## config.mk

```make
export PLATFORM = sky130hd
export DESIGN_NAME = instr_encoder_flat
export DESIGN_NICKNAME = d
export VERILOG_FILES = /design/src/rtl/instr_encoder_if.sv /design/src/rtl/instr_encoder.sv /design/src/flat_wrapper.sv
export SDC_FILE = /design/constraint.sdc
export NUM_CORES = 1
export LEC_CHECK = 0
export CELL_PAD_IN_SITES_DETAIL_PLACEMENT = 1
export CELL_PAD_IN_SITES_GLOBAL_PLACEMENT = 1
export CORE_MARGIN = 5
export CORE_UTILIZATION = 29
export CTS_BUF_LIST = sky130_fd_sc_hd__clkbuf_2 sky130_fd_sc_hd__clkbuf_4 sky130_fd_sc_hd__clkbuf_8
export DETAILED_ROUTE_END_ITERATION = 8
export GPL_ROUTABILITY_DRIVEN = 0
export PLACE_DENSITY_LB_ADDON = 0.1
export REMOVE_ABC_BUFFERS = 1
export SKIP_LAST_GASP = 1
export SLEW_MARGIN = 20
export SYNTH_ARGS = -nofsm -noshare
export SYNTH_HDL_FRONTEND = slang
export SYNTH_SLANG_ARGS = --single-unit
```

## constraint.sdc

```tcl
create_clock -name clk -period 1.65 [get_ports clk]
set_input_delay 0.2475 -clock clk [delete_from_list [all_inputs] [get_ports clk]]
set_output_delay 0.2475 -clock clk [all_outputs]
set_load 0.02 [all_outputs]
```

## src/rtl/instr_encoder_if.sv

```systemverilog
// Bus bundle for instr_encoder: session control, instruction fields, IMEM write port and status.
interface instr_encoder_if;
    localparam int unsigned ADDR_W  = 10;
    localparam int unsigned REG_W   = 5;
    localparam int unsigned IMM_W   = 16;
    localparam int unsigned TGT_W   = 26;
    localparam int unsigned WORD_W  = 32;
    localparam int unsigned COUNT_W = 11;

    logic               start;
    logic [ADDR_W-1:0]  base_addr;
    logic               in_valid;
    logic               in_ready;
    logic               in_last;
    logic [REG_W-1:0]   mnem;
    logic [REG_W-1:0]   rs;
    logic [REG_W-1:0]   rt;
    logic [REG_W-1:0]   rd;
    logic [REG_W-1:0]   shamt;
    logic [IMM_W-1:0]   imm;
    logic [TGT_W-1:0]   target;
    logic               mem_we;
    logic [ADDR_W-1:0]  mem_addr;
    logic [WORD_W-1:0]  mem_wdata;
    logic [COUNT_W-1:0] count;
    logic               busy;
    logic               done;
    logic               err;

    modport master (
        output start, base_addr, in_valid, in_last, mnem, rs, rt, rd, shamt, imm, target,
        input  in_ready, mem_we, mem_addr, mem_wdata, count, busy, done, err
    );

    modport slave (
        input  start, base_addr, in_valid, in_last, mnem, rs, rt, rd, shamt, imm, target,
        output in_ready, mem_we, mem_addr, mem_wdata, count, busy, done, err
    );
endinterface

```

## src/rtl/instr_encoder.sv

```systemverilog
// MIPS-subset instruction encoder streaming encoded words into IMEM in load sessions.
// Optional macro ENC_ILLEGAL_CHECK_EN: reject illegal mnemonics (set err, no write) instead of writing a nop.
module instr_encoder (
    input  logic              clk,
    input  logic              rst,
    instr_encoder_if.slave    bus
);
    localparam int unsigned ADDR_W  = 10;
    localparam int unsigned REG_W   = 5;
    localparam int unsigned IMM_W   = 16;
    localparam int unsigned TGT_W   = 26;
    localparam int unsigned WORD_W  = 32;
    localparam int unsigned COUNT_W = 11;
    localparam int unsigned OP_W    = 6;
    localparam logic [COUNT_W-1:0] LAST_SLOT = COUNT_W'(1023);

`ifdef ENC_ILLEGAL_CHECK_EN
    localparam bit ILLEGAL_CHECK = 1'b1;
`else
    localparam bit ILLEGAL_CHECK = 1'b0;
`endif

    typedef enum logic [1:0] {S_IDLE, S_RUN, S_FULL, S_DONE} state_t;

    state_t              r_state;
    state_t              w_state_next;
    logic                r_in_ready;
    logic                r_mem_we;
    logic [ADDR_W-1:0]   r_mem_addr;
    logic [WORD_W-1:0]   r_mem_wdata;
    logic [COUNT_W-1:0]  r_count;
    logic                r_busy;
    logic                r_done;
    logic                r_err;
    logic [ADDR_W-1:0]   r_base;

    logic                w_xfer;
    logic                w_write;
    logic                w_illegal;
    logic                w_legal;
    logic [WORD_W-1:0]   w_word;

    function automatic logic [WORD_W-1:0] r_word(input logic [OP_W-1:0] funct,
                                                 input logic [REG_W-1:0] rs, input logic [REG_W-1:0] rt,
                                                 input logic [REG_W-1:0] rd, input logic [REG_W-1:0] sh);
        return {OP_W'(0), rs, rt, rd, sh, funct};
    endfunction

    function automatic logic [WORD_W-1:0] i_word(input logic [OP_W-1:0] op, input logic [REG_W-1:0] rs,
                                                 input logic [REG_W-1:0] rt, input logic [IMM_W-1:0] imm);
        return {op, rs, rt, imm};
    endfunction

    function automatic logic [WORD_W-1:0] j_word(input logic [OP_W-1:0] op, input logic [TGT_W-1:0] tgt);
        return {op, tgt};
    endfunction

    // Mnemonic decode: field forcing for shifts, jr, syscall and bltz is folded in here
    always_comb begin
        w_legal = 1'b1;
        w_word  = '0;
        case (bus.mnem)
            5'd0:  w_word = r_word(6'h20, bus.rs, bus.rt, bus.rd, 5'd0);
            5'd1:  w_word = r_word(6'h21, bus.rs, bus.rt, bus.rd, 5'd0);
            5'd2:  w_word = r_word(6'h22, bus.rs, bus.rt, bus.rd, 5'd0);
            5'd3:  w_word = r_word(6'h24, bus.rs, bus.rt, bus.rd, 5'd0);
            5'd4:  w_word = r_word(6'h25, bus.rs, bus.rt, bus.rd, 5'd0);
            5'd5:  w_word = r_word(6'h27, bus.rs, bus.rt, bus.rd, 5'd0);
            5'd6:  w_word = r_word(6'h2A, bus.rs, bus.rt, bus.rd, 5'd0);
            5'd7:  w_word = r_word(6'h2B, bus.rs, bus.rt, bus.rd, 5'd0);
            5'd8:  w_word = r_word(6'h00, 5'd0, bus.rt, bus.rd, bus.shamt);
            5'd9:  w_word = r_word(6'h02, 5'd0, bus.rt, bus.rd, bus.shamt);
            5'd10: w_word = r_word(6'h03, 5'd0, bus.rt, bus.rd, bus.shamt);
            5'd11: w_word = r_word(6'h08, bus.rs, 5'd0, 5'd0, 5'd0);
            5'd12: w_word = r_word(6'h0C, 5'd0, 5'd0, 5'd0, 5'd0);
            5'd13: w_word = i_word(6'h08, bus.rs, bus.rt, bus.imm);
            5'd14: w_word = i_word(6'h09, bus.rs, bus.rt, bus.imm);
            5'd15: w_word = i_word(6'h0A, bus.rs, bus.rt, bus.imm);
            5'd16: w_word = i_word(6'h0B, bus.rs, bus.rt, bus.imm);
            5'd17: w_word = i_word(6'h0C, bus.rs, bus.rt, bus.imm);
            5'd18: w_word = i_word(6'h0D, bus.rs, bus.rt, bus.imm);
            5'd19: w_word = i_word(6'h0E, bus.rs, bus.rt, bus.imm);
            5'd20: w_word = i_word(6'h23, bus.rs, bus.rt, bus.imm);
            5'd21: w_word = i_word(6'h21, bus.rs, bus.rt, bus.imm);
            5'd22: w_word = i_word(6'h2B, bus.rs, bus.rt, bus.imm);
            5'd23: w_word = i_word(6'h04, bus.rs, bus.rt, bus.imm);
            5'd24: w_word = i_word(6'h05, bus.rs, bus.rt, bus.imm);
            5'd25: w_word = i_word(6'h01, bus.rs, 5'd0, bus.imm);
            5'd26: w_word = j_word(6'h02, bus.target);
            5'd27: w_word = j_word(6'h03, bus.target);
            default: begin
                w_legal = 1'b0;
                w_word  = '0;
            end
        endcase
    end

    assign w_xfer    = bus.in_valid && r_in_ready && (r_state == S_RUN);
    assign w_write   = w_xfer && (w_legal || !ILLEGAL_CHECK);
    assign w_illegal = w_xfer && !w_legal && ILLEGAL_CHECK;

    // Next-state logic; FULL is entered when the 1024th word is written without in_last
    always_comb begin
        w_state_next = r_state;
        case (r_state)
            S_IDLE: if (bus.start) w_state_next = S_RUN;
            S_RUN: begin
                if (w_xfer && bus.in_last)
                    w_state_next = S_DONE;
                else if (w_write && (r_count == LAST_SLOT))
                    w_state_next = S_FULL;
            end
            S_FULL:  w_state_next = S_DONE;
            S_DONE:  w_state_next = S_IDLE;
            default: w_state_next = S_IDLE;
        endcase
    end

    always_ff @(posedge clk) begin
        if (rst) begin
            r_state     <= S_IDLE;
            r_in_ready  <= 1'b0;
            r_mem_we    <= 1'b0;
            r_mem_addr  <= '0;
            r_mem_wdata <= '0;
            r_count     <= '0;
            r_busy      <= 1'b0;
            r_done      <= 1'b0;
            r_err       <= 1'b0;
            r_base      <= '0;
        end else begin
            r_state    <= w_state_next;
            r_in_ready <= (w_state_next == S_RUN);
            r_busy     <= (w_state_next != S_IDLE);
            r_done     <= (w_state_next == S_DONE);
            r_mem_we   <= w_write;
            if (w_write) begin
                r_mem_addr  <= ADDR_W'(r_base + r_count[ADDR_W-1:0]);
                r_mem_wdata <= w_word;
                r_count     <= COUNT_W'(r_count + COUNT_W'(1));
            end
            if ((r_state == S_IDLE) && bus.start) begin
                r_base  <= bus.base_addr;
                r_count <= '0;
                r_err   <= 1'b0;
            end
            if (((r_state == S_FULL) && bus.in_valid) || w_illegal)
                r_err <= 1'b1;
        end
    end

    assign bus.in_ready  = r_in_ready;
    assign bus.mem_we    = r_mem_we;
    assign bus.mem_addr  = r_mem_addr;
    assign bus.mem_wdata = r_mem_wdata;
    assign bus.count     = r_count;
    assign bus.busy      = r_busy;
    assign bus.done      = r_done;
    assign bus.err       = r_err;
endmodule

```

## src/flat_wrapper.sv

```systemverilog
// flat-port wrapper written by rule: the top's interface ports become plain ports
module instr_encoder_flat 
  (clk, rst, bus_start, bus_base_addr, bus_in_valid, bus_in_last, bus_mnem, bus_rs, bus_rt, bus_rd, bus_shamt, bus_imm, bus_target, bus_in_ready, bus_mem_we, bus_mem_addr, bus_mem_wdata, bus_count, bus_busy, bus_done, bus_err);
  instr_encoder_if bus_i ();
  input  logic clk;
  input  logic rst;
  input wire logic [$bits(bus_i.start)-1:0] bus_start;
  input wire logic [$bits(bus_i.base_addr)-1:0] bus_base_addr;
  input wire logic [$bits(bus_i.in_valid)-1:0] bus_in_valid;
  input wire logic [$bits(bus_i.in_last)-1:0] bus_in_last;
  input wire logic [$bits(bus_i.mnem)-1:0] bus_mnem;
  input wire logic [$bits(bus_i.rs)-1:0] bus_rs;
  input wire logic [$bits(bus_i.rt)-1:0] bus_rt;
  input wire logic [$bits(bus_i.rd)-1:0] bus_rd;
  input wire logic [$bits(bus_i.shamt)-1:0] bus_shamt;
  input wire logic [$bits(bus_i.imm)-1:0] bus_imm;
  input wire logic [$bits(bus_i.target)-1:0] bus_target;
  output wire logic [$bits(bus_i.in_ready)-1:0] bus_in_ready;
  output wire logic [$bits(bus_i.mem_we)-1:0] bus_mem_we;
  output wire logic [$bits(bus_i.mem_addr)-1:0] bus_mem_addr;
  output wire logic [$bits(bus_i.mem_wdata)-1:0] bus_mem_wdata;
  output wire logic [$bits(bus_i.count)-1:0] bus_count;
  output wire logic [$bits(bus_i.busy)-1:0] bus_busy;
  output wire logic [$bits(bus_i.done)-1:0] bus_done;
  output wire logic [$bits(bus_i.err)-1:0] bus_err;
  assign bus_i.start = bus_start;
  assign bus_i.base_addr = bus_base_addr;
  assign bus_i.in_valid = bus_in_valid;
  assign bus_i.in_last = bus_in_last;
  assign bus_i.mnem = bus_mnem;
  assign bus_i.rs = bus_rs;
  assign bus_i.rt = bus_rt;
  assign bus_i.rd = bus_rd;
  assign bus_i.shamt = bus_shamt;
  assign bus_i.imm = bus_imm;
  assign bus_i.target = bus_target;
  assign bus_in_ready = bus_i.in_ready;
  assign bus_mem_we = bus_i.mem_we;
  assign bus_mem_addr = bus_i.mem_addr;
  assign bus_mem_wdata = bus_i.mem_wdata;
  assign bus_count = bus_i.count;
  assign bus_busy = bus_i.busy;
  assign bus_done = bus_i.done;
  assign bus_err = bus_i.err;
  instr_encoder u_core (.clk(clk), .rst(rst), .bus(bus_i));
endmodule
```

==> results by group <==
Clocking
  • Clock Path Buffers: 2
  • Clk sinks: just under 70
  • H-tree depth: 3
  • CTS root buf: clkbuf_8
  • Clk slew on worst S/H paths: 0.07 ns
  • CTS tree: done
  • Num CTS Buffers: 9
  • Clk_lat worst skew: about 0.36 ns

Setup path
  • Slowest-stage cell, CP: fa_2
  • Critical path endpoint category: register
  • Critical Path End: u_core.bus.mem_addr[8]$_SDFFE_PP0P_
  • Critical R2R Capture: u_core.bus.mem_addr[8]$_SDFFE_PP0P_
  • R2R setup slack: -0.17 ns
  • Worst EP arrival: 2.07 ns
  • Critical-path cell list: ha_4, fa_2, a21o_4, a221oi_2, o21bai_1, xnor2_1, o21ai_0
  • Crit Path Max Fanout: 3
  • Startpoint types: register
  • Critical Path Start: u_core.bus.count[0]$_SDFFE_PP0P_
  • FF-to-FF path depth: 7
  • RR Startpoint: u_core.bus.count[0]$_SDFFE_PP0P_
  • CP Class: register to register
  • Req. time, crit path: 1.90 ns
  • CP max stage delay: 0.36 ns

STA
  • RSZ-0062 raised after global routing: true
  • Setup Skew: between 0.002 and 0.0025 ns
  • Endpoints failing hold: 0
  • Achievable Freq: 550 MHz
  • Finish-stage setup viols: 6
  • Max Slew Vio Count: 0
  • Setup_tns: -0.599 ns
  • Setup WS post-layout: -0.167 ns
  • Final Cycle Share: 110%
  • Period minus WS final: 1.82 ns

Floorplan
  • DIE AREA: 0.0139 sq mm
  • Die height: around 120 microns
  • # IOs: 140
  • Die X: 118 microns
  • Num rows: 39
  • Core ar.: 0.0114 sq mm
  • Starting Density: between 20% and 30%

Global route
  • Wire length of the first global-routing pass: 19,800 microns
  • Largest net degree at the start of global routing: 28
  • Antenna violations before repair: 0
  • Vias in the first global route: 3,928
  • Congestion Overflow GR: 0
  • Tot GR Track Use: roughly 17%

Place
  • DP HPWL: between 9000 and 10,000 microns
  • Post-Place Cells: between 700 and 800
  • DP Worst Slack: -0.488 ns
  • IO Port Bufs: 138

Power
  • Total power draw: 3.92 mW
  • Leakage: 2.33 nW
  • Maximum VDD drop: 0.000350 V
  • P per Cell Area: 676 mW/mm^2

Logic synthesis
  • Synth Warn #: 0
  • Multiplexer area fraction after synthesis: 3.25%
  • Cell count after synthesis: 396
  • Synth Area in Simple Gates: 20.0%
  • Mapped Area: 0.00338 sq mm
  • Complex-gate fraction of the synthesized area: 24.3%
  • Synth cell types: 56
  • Area share of the largest cell type after synthesis: 40.8%
  • Post-synthesis sequential area ratio: 40.8%
  • Syn_area_per_cell: 8.54 sq um
  • Top FF cell, synth: dfxtp_1
  • Combinational family with the most area after synthesis: compound AO/OA/AOI/OAI gates
  • Synth async-reset ratio: 0%
  • Synth Area in XOR/XNOR: 3.37%
  • Number of synthesized flops with an enable pin: 0
  • #FFs+latches synth: 69
  • Synth Area in Adders: 4.59%
  • Leading area contributor after synthesis: dfxtp_1
  • Top cells by area, synth: dfxtp_1 41%, nand2_1 5.9%, nor2_1 4.3%

Layout
  • Fillers: roughly 1,300
  • FF+latch area: 0.00140 sq mm
  • N_diodes: 0
  • Non-filler instance count after layout: 742
  • Area delta synth->final: 71.5%
  • Layout cells sized above 1: 21.4%
  • Area taken by multi-input logic gates: 0.00204 sq mm
  • Nets@finish: roughly 690

Hold path
  • Hold depth: 3
  • Worst min-delay path category: primary input to register

Drt
  • DRC viols: 0
  • Drt first-iter violations: 230
  • Antenna viol nets, final: 0
  • Vias after detailed routing: between 3,000 and 4,000
  • Vias/cell: 5.03
  • Routed len/inst: 16.8 microns
  • Pre-antenna DRT Iters: 4
  • Final wirelength: 12,400 microns

Outcome
  • Outcome: finished with violations
  • Failing checks: negative setup slack

Flow run
  • MaxCap Viol Count: 0
cell type report:
type	count	share of cell area, %
clock buffers	14	3.00
repair buffers	211	33.8
inverters	5	0.323
flip-flops and latches	69	24.1
well taps	143	3.08
multi-input cells	299	35.1
clock inverters	1	0.518
cells in the mapped netlist, drive strengths merged, types with 3 or more instances:
cell type	n
a221oi	4
xor2	6
a21o	5
nand2b	6
nor3	6
and3	3
buf	11
or3	4
xnor2	7
nand4	3
clkbuf	12
a32oi	4
o211ai	3
o21ai	30
a211oi	4
ha	10
nor2b	5
inv	4
nand2	53
a222oi	13
a21oi	27
nand3	9
dfxtp	69
a22oi	13
o21a	3
mux2i	11
a211o	3
nor2	39
worst max-delay path, delay by kind of cell, from the launching register on:
kind            cells  cell delay, ns
fa+ha+maj           2            0.52
xor+xnor            1            0.18
flops               1            0.34
compound gates      4            0.66
registers in the layout, summed over array words and instances, names as in the netlist:
register              flops
u_core.bus.mem_addr      10
u_core.bus.done           1
u_core.bus.count         11
u_core.r_base            10
u_core.bus.err            1
u_core.bus.mem_wdata     31
u_core.bus.busy           1
u_core.r_state            2
u_core.bus.in_ready       1
u_core.bus.mem_we         1
cell families (layout without fill, tap and decap cells):
| kind of cell | after synthesis | in the layout |
|---|---|---|
| fa+ha+maj | 12 | 12 |
| xor+xnor | 13 | 13 |
| simple gates | 142 | 142 |
| buf+inv | 28 | 231 |
| other cells | 1 | 1 |
| compound gates | 120 | 120 |
| flops | 69 | 69 |
| mux | 11 | 11 |
per-layer routing:
metal | track usage, % | wire length [microns] | vias up
met5 | 0 | 0 | -
met4 | 6.67 | 219 | 0
met3 | 3.65 | 526 | 15
met2 | 29.6 | 6010 | 113
met1 | 21.5 | 5680 | 1762
li1 | - | - | 1842
power by group:
| group | total, mW | switching (mW) | internal, mW |
|---|---|---|---|
| registers | 1.73 | 0.0279 | 1.70 |
| clock network | 1.48 | 0.654 | 0.825 |
| logic | 0.709 | 0.304 | 0.405 |
layout by cell type, fill, tap and decap left out, drive strengths merged, types with 5 or more instances in the layout:
cell,instances
xor2,6
a21oi,27
mux2i,11
clkbuf,14
a22oi,13
a21o,5
clkdlybuf4s50,122
nor2b,5
dfxtp,69
nand2b,6
nand3,9
xnor2,7
o21ai,30
ha,10
buf,73
a222oi,13
nor3,6
nand2,53
nor2,39
dlygate4sd2,13
per-stage QoR:
step                      area (sq um)  hold slack [ns]  util [%]
final                             5800            0.417      50.8
after global routing              5800            0.403      50.8
after CTS                         5620            0.400      49.2
after detailed placement          5390            0.448      47.2
after global placement            5390            0.435      47.2
after floorplan                   3280            0.317         -
how the worst min path moves through the flow:
stage / from / end / slack [ns]
floorplan: rst / u_core.bus.err$_SDFFE_PP0P_ / 0.32
global placement: u_core.bus.mem_wdata[4]$_SDFFE_PP0P_ / u_core.bus.mem_wdata[4]$_SDFFE_PP0P_ / 0.43
detailed placement: u_core.bus.mem_addr[3]$_SDFFE_PP0P_ / u_core.bus.mem_addr[3]$_SDFFE_PP0P_ / 0.45
CTS: bus_rs[2] / u_core.bus.mem_wdata[23]$_SDFFE_PP0P_ / 0.40
global route: bus_rs[2] / u_core.bus.mem_wdata[23]$_SDFFE_PP0P_ / 0.40
finish: bus_rs[2] / u_core.bus.mem_wdata[23]$_SDFFE_PP0P_ / 0.42
timing repair:
item,in CTS,in global routing
resized for setup,23,41
pin swaps,5,14
buffers inserted,0,6
setup endpoints to repair,32,33
hold buffers,0,0
Note: power is estimated with default switching activity, not from simulation.
